<file path="config.mk">
export PLATFORM = sky130hd
export DESIGN_NAME = sdram_read
export DESIGN_NICKNAME = d
export VERILOG_FILES = /design/src/rtl/sdram_read.sv
export SDC_FILE = /design/constraint.sdc
export NUM_CORES = 1
export LEC_CHECK = 0
export ABC_AREA = 1
export BUFFER_PORTS_ARGS = -buffer_cell sky130_fd_sc_hd__buf_2
export CAP_MARGIN = 20
export CORE_AREA = 10 10 112 134
export CTS_BUF_LIST = sky130_fd_sc_hd__clkbuf_16
export DETAILED_ROUTE_END_ITERATION = 12
export DIE_AREA = 0 0 122 144
export PLACE_DENSITY = 0.51
export SETUP_SLACK_MARGIN = 0.5
export SYNTH_ARGS = -nofsm -noshare
export SYNTH_HDL_FRONTEND = slang
export SYNTH_SLANG_ARGS = --single-unit
</file>
<file path="constraint.sdc">
create_clock -name clk -period 2.2 [get_ports clk]
set_clock_uncertainty 0.15 [all_clocks]
set_input_delay 0 -clock clk [delete_from_list [all_inputs] [get_ports clk]]
set_output_delay 0 -clock clk [all_outputs]
set_load 0.05 [all_outputs]
</file>
<file path="src/rtl/sdram_read.sv">
// SDRAM full-row read-burst sub-controller: ACT, BURST_LEN-spaced READs, PRE, with refresh yield.
// Optional data-pattern checker enabled by defining SDRAM_RD_CHECK_EN.
module sdram_read #(
    parameter int unsigned BURST_LEN = 4,
    parameter int unsigned CAS_LAT   = 3,
    parameter int unsigned ROW_MAX   = 4095,
    parameter int unsigned TRP_CYC   = 2
) (
    input  logic        clk,
    input  logic        rst_n,
    input  logic        rd_trig,
    input  logic        rd_en,
    input  logic        ref_req,
    input  logic [15:0] sdram_dq_in,
    output logic        rd_req,
    output logic        rd_end,
    output logic [3:0]  rd_cmd,
    output logic [11:0] rd_addr,
    output logic [1:0]  rd_bank,
    output logic [15:0] rd_data,
    output logic        rd_data_vld,
    output logic        rd_err
);

    localparam int unsigned CNT_W  = 8;
    localparam int unsigned COL_W  = 9;
    localparam int unsigned ROW_W  = 12;
    localparam int unsigned ADDR_W = 12;
    localparam int unsigned DQ_W   = 16;

    localparam logic [3:0] CMD_NOP  = 4'b0111;
    localparam logic [3:0] CMD_ACT  = 4'b0011;
    localparam logic [3:0] CMD_READ = 4'b0101;
    localparam logic [3:0] CMD_PRE  = 4'b0010;

    typedef enum logic [2:0] {
        S_IDLE,
        S_REQ,
        S_ACT,
        S_RCD,
        S_RD,
        S_WAIT,
        S_PRE,
        S_TRP
    } state_t;

    state_t              state, state_nxt;
    logic [CNT_W-1:0]    cnt, cnt_nxt;
    logic [COL_W-1:0]    col_cnt;
    logic [ROW_W-1:0]    row_cnt;
    logic                rd_pending;
    logic                row_done;
    logic                issue_rd;
    logic                end_nxt;
    logic                req_nxt;
    logic [3:0]          cmd_nxt;
    logic [ADDR_W-1:0]   addr_nxt;
    logic [CAS_LAT-1:0]  vld_dly;

    assign rd_bank = 2'b00;

    // Next-state and look-ahead command decode; outputs are registered from next state
    always_comb begin
        state_nxt = state;
        cnt_nxt   = cnt + CNT_W'(1);
        row_done  = 1'b0;
        end_nxt   = 1'b0;
        issue_rd  = 1'b0;
        cmd_nxt   = CMD_NOP;
        addr_nxt  = '0;

        case (state)
            S_IDLE: begin
                cnt_nxt = '0;
                if (rd_pending) state_nxt = S_REQ;
            end
            S_REQ: begin
                cnt_nxt = '0;
                if (rd_en) state_nxt = S_ACT;
            end
            S_ACT: state_nxt = S_RCD;
            S_RCD: state_nxt = S_RD;
            S_RD: begin
                if (cnt == CNT_W'(BURST_LEN - 1)) begin
                    cnt_nxt = '0;
                    if (col_cnt == '0) begin
                        row_done  = 1'b1;
                        state_nxt = S_WAIT;
                    end else if (ref_req) begin
                        state_nxt = S_WAIT;
                    end
                end
            end
            S_WAIT: if (cnt == CNT_W'(CAS_LAT)) state_nxt = S_PRE;
            S_PRE: state_nxt = S_TRP;
            S_TRP: begin
                if (cnt == CNT_W'(TRP_CYC - 1)) begin
                    state_nxt = S_IDLE;
                    end_nxt   = 1'b1;
                end
            end
            default: state_nxt = S_IDLE;
        endcase

        if (state_nxt != state) cnt_nxt = '0;

        case (state_nxt)
            S_ACT: begin
                cmd_nxt  = CMD_ACT;
                addr_nxt = ADDR_W'(row_cnt);
            end
            S_RD: begin
                if (cnt_nxt == '0) begin
                    cmd_nxt  = CMD_READ;
                    addr_nxt = {3'b000, col_cnt};
                    issue_rd = 1'b1;
                end
            end
            S_PRE: begin
                cmd_nxt  = CMD_PRE;
                addr_nxt = 12'h400;
            end
            default: ;
        endcase

        req_nxt = (state_nxt != S_IDLE);
    end

    always_ff @(posedge clk or negedge rst_n) begin
        if (!rst_n) begin
            state   <= S_IDLE;
            cnt     <= '0;
            rd_cmd  <= CMD_NOP;
            rd_addr <= '0;
            rd_req  <= 1'b0;
            rd_end  <= 1'b0;
        end else begin
            state   <= state_nxt;
            cnt     <= cnt_nxt;
            rd_cmd  <= cmd_nxt;
            rd_addr <= addr_nxt;
            rd_req  <= req_nxt;
            rd_end  <= end_nxt;
        end
    end

    // Row/column position survives a refresh exit so the next grant resumes mid-row
    always_ff @(posedge clk or negedge rst_n) begin
        if (!rst_n) begin
            col_cnt    <= '0;
            row_cnt    <= '0;
            rd_pending <= 1'b0;
        end else begin
            if (issue_rd) col_cnt <= col_cnt + COL_W'(BURST_LEN);
            if (row_done) begin
                row_cnt    <= (row_cnt == ROW_W'(ROW_MAX)) ? '0 : row_cnt + ROW_W'(1);
                rd_pending <= 1'b0;
            end else if (rd_trig && (state == S_IDLE) && !rd_pending) begin
                rd_pending <= 1'b1;
            end
        end
    end

    // Every S_RD cycle maps to one data word CAS_LAT cycles later on DQ
    always_ff @(posedge clk or negedge rst_n) begin
        if (!rst_n) begin
            vld_dly     <= '0;
            rd_data_vld <= 1'b0;
            rd_data     <= '0;
        end else begin
            vld_dly     <= (vld_dly << 1) | CAS_LAT'(state == S_RD);
            rd_data_vld <= vld_dly[CAS_LAT-1];
            rd_data     <= DQ_W'(sdram_dq_in);
        end
    end

`ifdef SDRAM_RD_CHECK_EN
    logic [DQ_W-1:0] exp_word;

    // Incrementing-pattern checker matching the write sub-controller's data
    always_ff @(posedge clk or negedge rst_n) begin
        if (!rst_n) begin
            exp_word <= '0;
            rd_err   <= 1'b0;
        end else if (rd_data_vld) begin
            exp_word <= exp_word + DQ_W'(1);
            if (rd_data != exp_word) rd_err <= 1'b1;
        end
    end
`else
    assign rd_err = 1'b0;
`endif

endmodule

</file>
Word level (Yosys, flattened, before mapping)

Cells that the tools add are included.
Widths: inputs -> output; s select.

Input port bits: 21
Register bits after elaboration: 71
Output and inout bits: 38
Word-level logic and storage cells: 64

Reductions and logical operators: 9
Multiplexer cells: 25
Eq/ne operators: 14
$add $sub $neg: 3
Bitwise logic cells: 1

Operators with widths:

| kind                  | number |
|---|---|
| $pmux 12 s3           | 1 |
| $pmux 3 s8            | 1 |
| $mux 3                | 7 |
| $eq 3x3->1 const B    | 6 |
| $mux 8                | 2 |
| $pmux 8 s2            | 1 |
| $add 12x1->12 const B | 1 |
| $eq 12x12->1 const B  | 1 |
| $mux 12               | 1 |
| $add 9x3->9 const B   | 1 |
| $eq 3x2->1 const B    | 3 |
| $logic_not 9->1       | 1 |
| $mux 1                | 9 |
| $mux 9                | 1 |
| $pmux 3 s3            | 1 |
| $add 8x1->8 const B   | 1 |
| $eq 8x1->1 const B    | 1 |
| $eq 8x2->1 const B    | 1 |
| $logic_not 8->1       | 1 |
| $eq 3x1->1 const B    | 1 |
| $logic_not 3->1       | 1 |
| $ne 3x3->1            | 1 |
| $or 3x1->3            | 1 |
| $reduce_bool 3->1     | 1 |
| other kinds (5)       | 6 |

Logic depth before layout (Yosys ltp)

Word-level depth: 9
Gate-level depth with buffers: 16

Worst setup path after synthesis

Ideal clock, no wire load.

Path type: flip-flop to flip-flop
Start point: register cnt[0]
End point: register col_cnt[7]
Arrival time: 1.822 ns
Period minus slack after synthesis: 2.094 ns
Path slack: 0.106 ns
Data required time: 1.928 ns
Cell stages (with the launch flop): 15
Cell sequence: dfrtp_1 ha_1 nand2_2 nor2_4 nor2_1 nor2_1 nand3_1 nand3_2 and2_1 nand2_2 nand2_4 inv_2 buf_6 nand3_1 nand2_1

Word-level cells in the longest chain between the ends: 8

Ends and longest elaborated chain:

| item                                                | RTL line | RTL |
|---|---|---|
| from (decl)                                         | 48       | `logic [CNT_W-1:0] cnt, cnt_nxt;` |
| from (signal assigned)                              | 139      | `cnt <= cnt_nxt;` |
| branches (longest 7 deep; another with $add 8x1->8) | --       |  |
| $mux 1 *                                            | 107      | `case (state_nxt)` |
| to (signal assigned)                                | 154      | `if (issue_rd) col_cnt <= col_cnt + COL_W'(BURST_LEN);` |
| to (decl)                                           | 49       | `logic [COL_W-1:0] col_cnt;` |

Mark *: on every way between the ends.
A chain may end at the register's enable or synchronous reset.

Final worst setup path

Start point: register cnt[1]
End point: register col_cnt[3]

Same word-level chain as after synthesis.

==> flow_summary.json <==
{
  "syn_to_final_growth_pct": 55.3,
  "drt_wl_total_um": 7670,
  "grt_usage_pct": 9.14,
  "rsz0062_at_grt": "yes",
  "grt_overflow": 0,
  "antennaDiodeCount": 0,
  "die_h_um": 144,
  "n_fill_cell": 1238,
  "fp.dieArea_sq_um": 17600,
  "syn_area_sq_um": 3040,
  "viasPerCell": 4.17,
  "grt_antenna_before_repair": 0,
  "drt_iter0_markers": 79,
  "initial_core_util_pct": 24.5,
  "synth-seq-area-share_pct": 56.0,
  "cts_buffers": 9,
  "hp-class": "in -> reg",
  "period_minus_slack_ns": 2.22,
  "setup_viol": 14,
  "fin_nets": 477,
  "multi_input_area_sq_um": 1400,
  "async_flop_share_pct": 100,
  "synthCells": 319,
  "fp.dieW_um": 122,
  "worst-path-buf-inv": 2,
  "grt_pass1_wl_um": 12600,
  "p_per_area_nw_per_um2": 1150,
  "clock-sinks": 68,
  "cts_tree": "yes",
  "violations": "hold timing, setup timing",
  "num_vias": 2588,
  "dp_slack_ns": -0.184,
  "p_leak_uw": 0.00230,
  "synthDistinctLibCells": 34,
  "fin_setup_tns_ns": -0.178,
  "clockBufferDepth": 2,
  "drive_gt1_share_pct": 44.1,
  "outcome": "finished, violations left",
  "firstDrtPassIters": 4,
  "cp_common_cell": "nand2_1",
  "period_share_pct": 101,
  "reg2reg_depth": 12,
  "io_buffers": 54,
  "netlist.top_cell.by_area": "dfrtp_1",
  "hold_depth": 5,
  "critPathKind": "reg -> reg",
  "ys_warn_count": 0,
  "yosys.area.top_type_share_pct": 53.5,
  "drv_cap": 0,
  "gp_congestion": 0.859,
  "grt_pass1_vias": 2726,
  "hpwlAfterDp_um": 5280,
  "slew_violations": 0,
  "crit_arrival_ns": 2.33,
  "ir_drop_mv": 0.418,
  "drc": 0,
  "critPathLaunchType": "register",
  "core_sq_um": 12400,
  "wl_per_cell_um": 12.4,
  "ioPinCount": 59,
  "critPathRequiredTime_ns": 2.31,
  "path_depth": 12,
  "fmax_ghz": 0.450,
  "path_max_fanout": 15,
  "h-tree-depth": 3,
  "ys_ff_latch": 68,
  "holdWs_ns": -0.0162,
  "grt_start_max_net_pins": 69,
  "yosys_most_used_dff": "dfrtp_1",
  "path_clk_slew_ns": 0.05,
  "hold_violations": 1,
  "yosys-top-cells-area": "dfrtp_1, nand2_1, inv_1",
  "clock_latency_ns": 0.33,
  "slowest_stage": "dfrtp_1",
  "seqCellArea_sq_um": 1710,
  "synth-edff-count": 0,
  "setup_slack_ns": -0.0231,
  "ant_nets": 0,
  "root_buffer": "clkbuf_16",
  "endpoint_kind": "register",
  "path_delay_family": "simple AND/OR/NAND/NOR gates",
  "slowest_delay_ns": 0.42,
  "path_cells": "inv_1, ha_1, nor3b_4, nand3_2, nand2_4, nand4_1, o211ai_1, nand2_1, nor2_4, buf_12, nand3_1, nand2_1",
  "syn-mean-instance-area_sq_um": 9.54,
  "num_rows": 45
}
-- synth_stat cells (3+ instances only) --
cell and instances:
dfrtp_1 65, nand2_1 49, inv_1 43, nor2_1 34, nand3_1 29, xor2_1 13
nor3_1 9, a21oi_1 8, nand4_1 8, o21bai_1 8, buf_4 5, ha_1 5
o211ai_1 5, o21ai_0 5, nor2_4 4, buf_6 3, dfstp_2 3, nor3b_1 3
-- cells in the final DEF (no fill, tap or decap), types with 10 or more instances in the layout --
master and count:
dfrtp_1 62, nor2_4 10, buf_6 11, inv_1 36, nor2_1 23, nand2_1 43
xor2_1 12, nand3_1 21, dlygate4sd3_1 18, buf_2 54, buf_4 43
-- kinds of logic after synthesis --
group | Yosys count | share of synthesized area (%)
xor+xnor | 14 | 4.03
other cells | 1 | 0.123
fa+ha+maj | 5 | 2.06
flops | 68 | 56.0
simple gates | 149 | 23.6
compound gates | 28 | 6.09
buf+inv | 54 | 8.10
-- final cells by class --
class / count / share of cell area (%)
sequential: 68 / 36.2
clock buffer: 9 / 4.77
timing repair buffer: 128 / 19.8
multi-input combinational: 200 / 29.7
inverter: 44 / 3.63
tap: 164 / 4.34
clock inverter: 7 / 1.59
-- metrics by stage --
step                      power (uW)  cells  utilization, %  area [sq um]  hold WS, ns
after detailed placement        3550    562            30.2          3760      -0.0931
after CTS                       5310    614            36.5          4540      -0.0129
after global routing            5810    620            38.0          4720       0.0158
after floorplan                 2890    322               -          3100       -0.446
after global placement          3530    562            30.2          3760      -0.0968
final                           5450    620            38.0          4720      -0.0162
-- routing by layer --
layer	up-vias	track usage (%)	wire length (um)
met5	-	0	0
met4	0	5.22	193
met1	1248	9.48	3010
met3	13	2.73	353
met2	44	16.0	4110
li1	1283	-	-
-- tightest hold or removal path, cell delays in order --
cell and delay, ns:
buf_2 0.09, a21oi_1 0.06, nor2_1 0.10, a21oi_1 0.08, nand4_1 0.10
-- registers in the layout (all words and copies together), names as in the netlist, 3 cells and up --
| name | flops |
|---|---|
| cnt | 8 |
| col_cnt | 7 |
| row_cnt | 12 |
| rd_data | 16 |
| rd_cmd | 3 |
| vld_dly | 3 |
| state | 3 |
| rd_addr | 12 |
-- final timing paths --
| kind | startpoint | endpoint | slack [ns] |
|---|---|---|---|
| worst max-delay path | cnt[1]$_DFF_PN0_ | col_cnt[3]$_DFFE_PN0P_ | -0.02 |
| worst min-delay path | rd_en | rd_req$_DFF_PN0_ | -0.02 |
| worst max register to register | cnt[1]$_DFF_PN0_ | col_cnt[3]$_DFFE_PN0P_ | -0.02 |
| worst min register to register | vld_dly[1]$_DFF_PN0_ | vld_dly[2]$_DFF_PN0_ | 0.19 |
| max in group asynchronous | rst_n | rd_cmd[0]$_DFF_PN1_ | 1.51 |
| min in group asynchronous | rst_n | rd_data[8]$_DFF_PN0_ | 0.08 |
-- power by group --
part	internal (uW)	leakage, uW	switching, uW
clock network	882	0.000150	546
registers	1470	0.000863	132
logic	1000	0.00129	1410
-- repair_timing --
action,in CTS,in global routing
hold endpoints to repair,86,0
hold buffers,18,0
pin swaps,21,18
endpoints found under the setup margin,38,40
buffers inserted,18,6
resized for setup,45,34
Note: power is estimated with default switching activity, not from simulation.
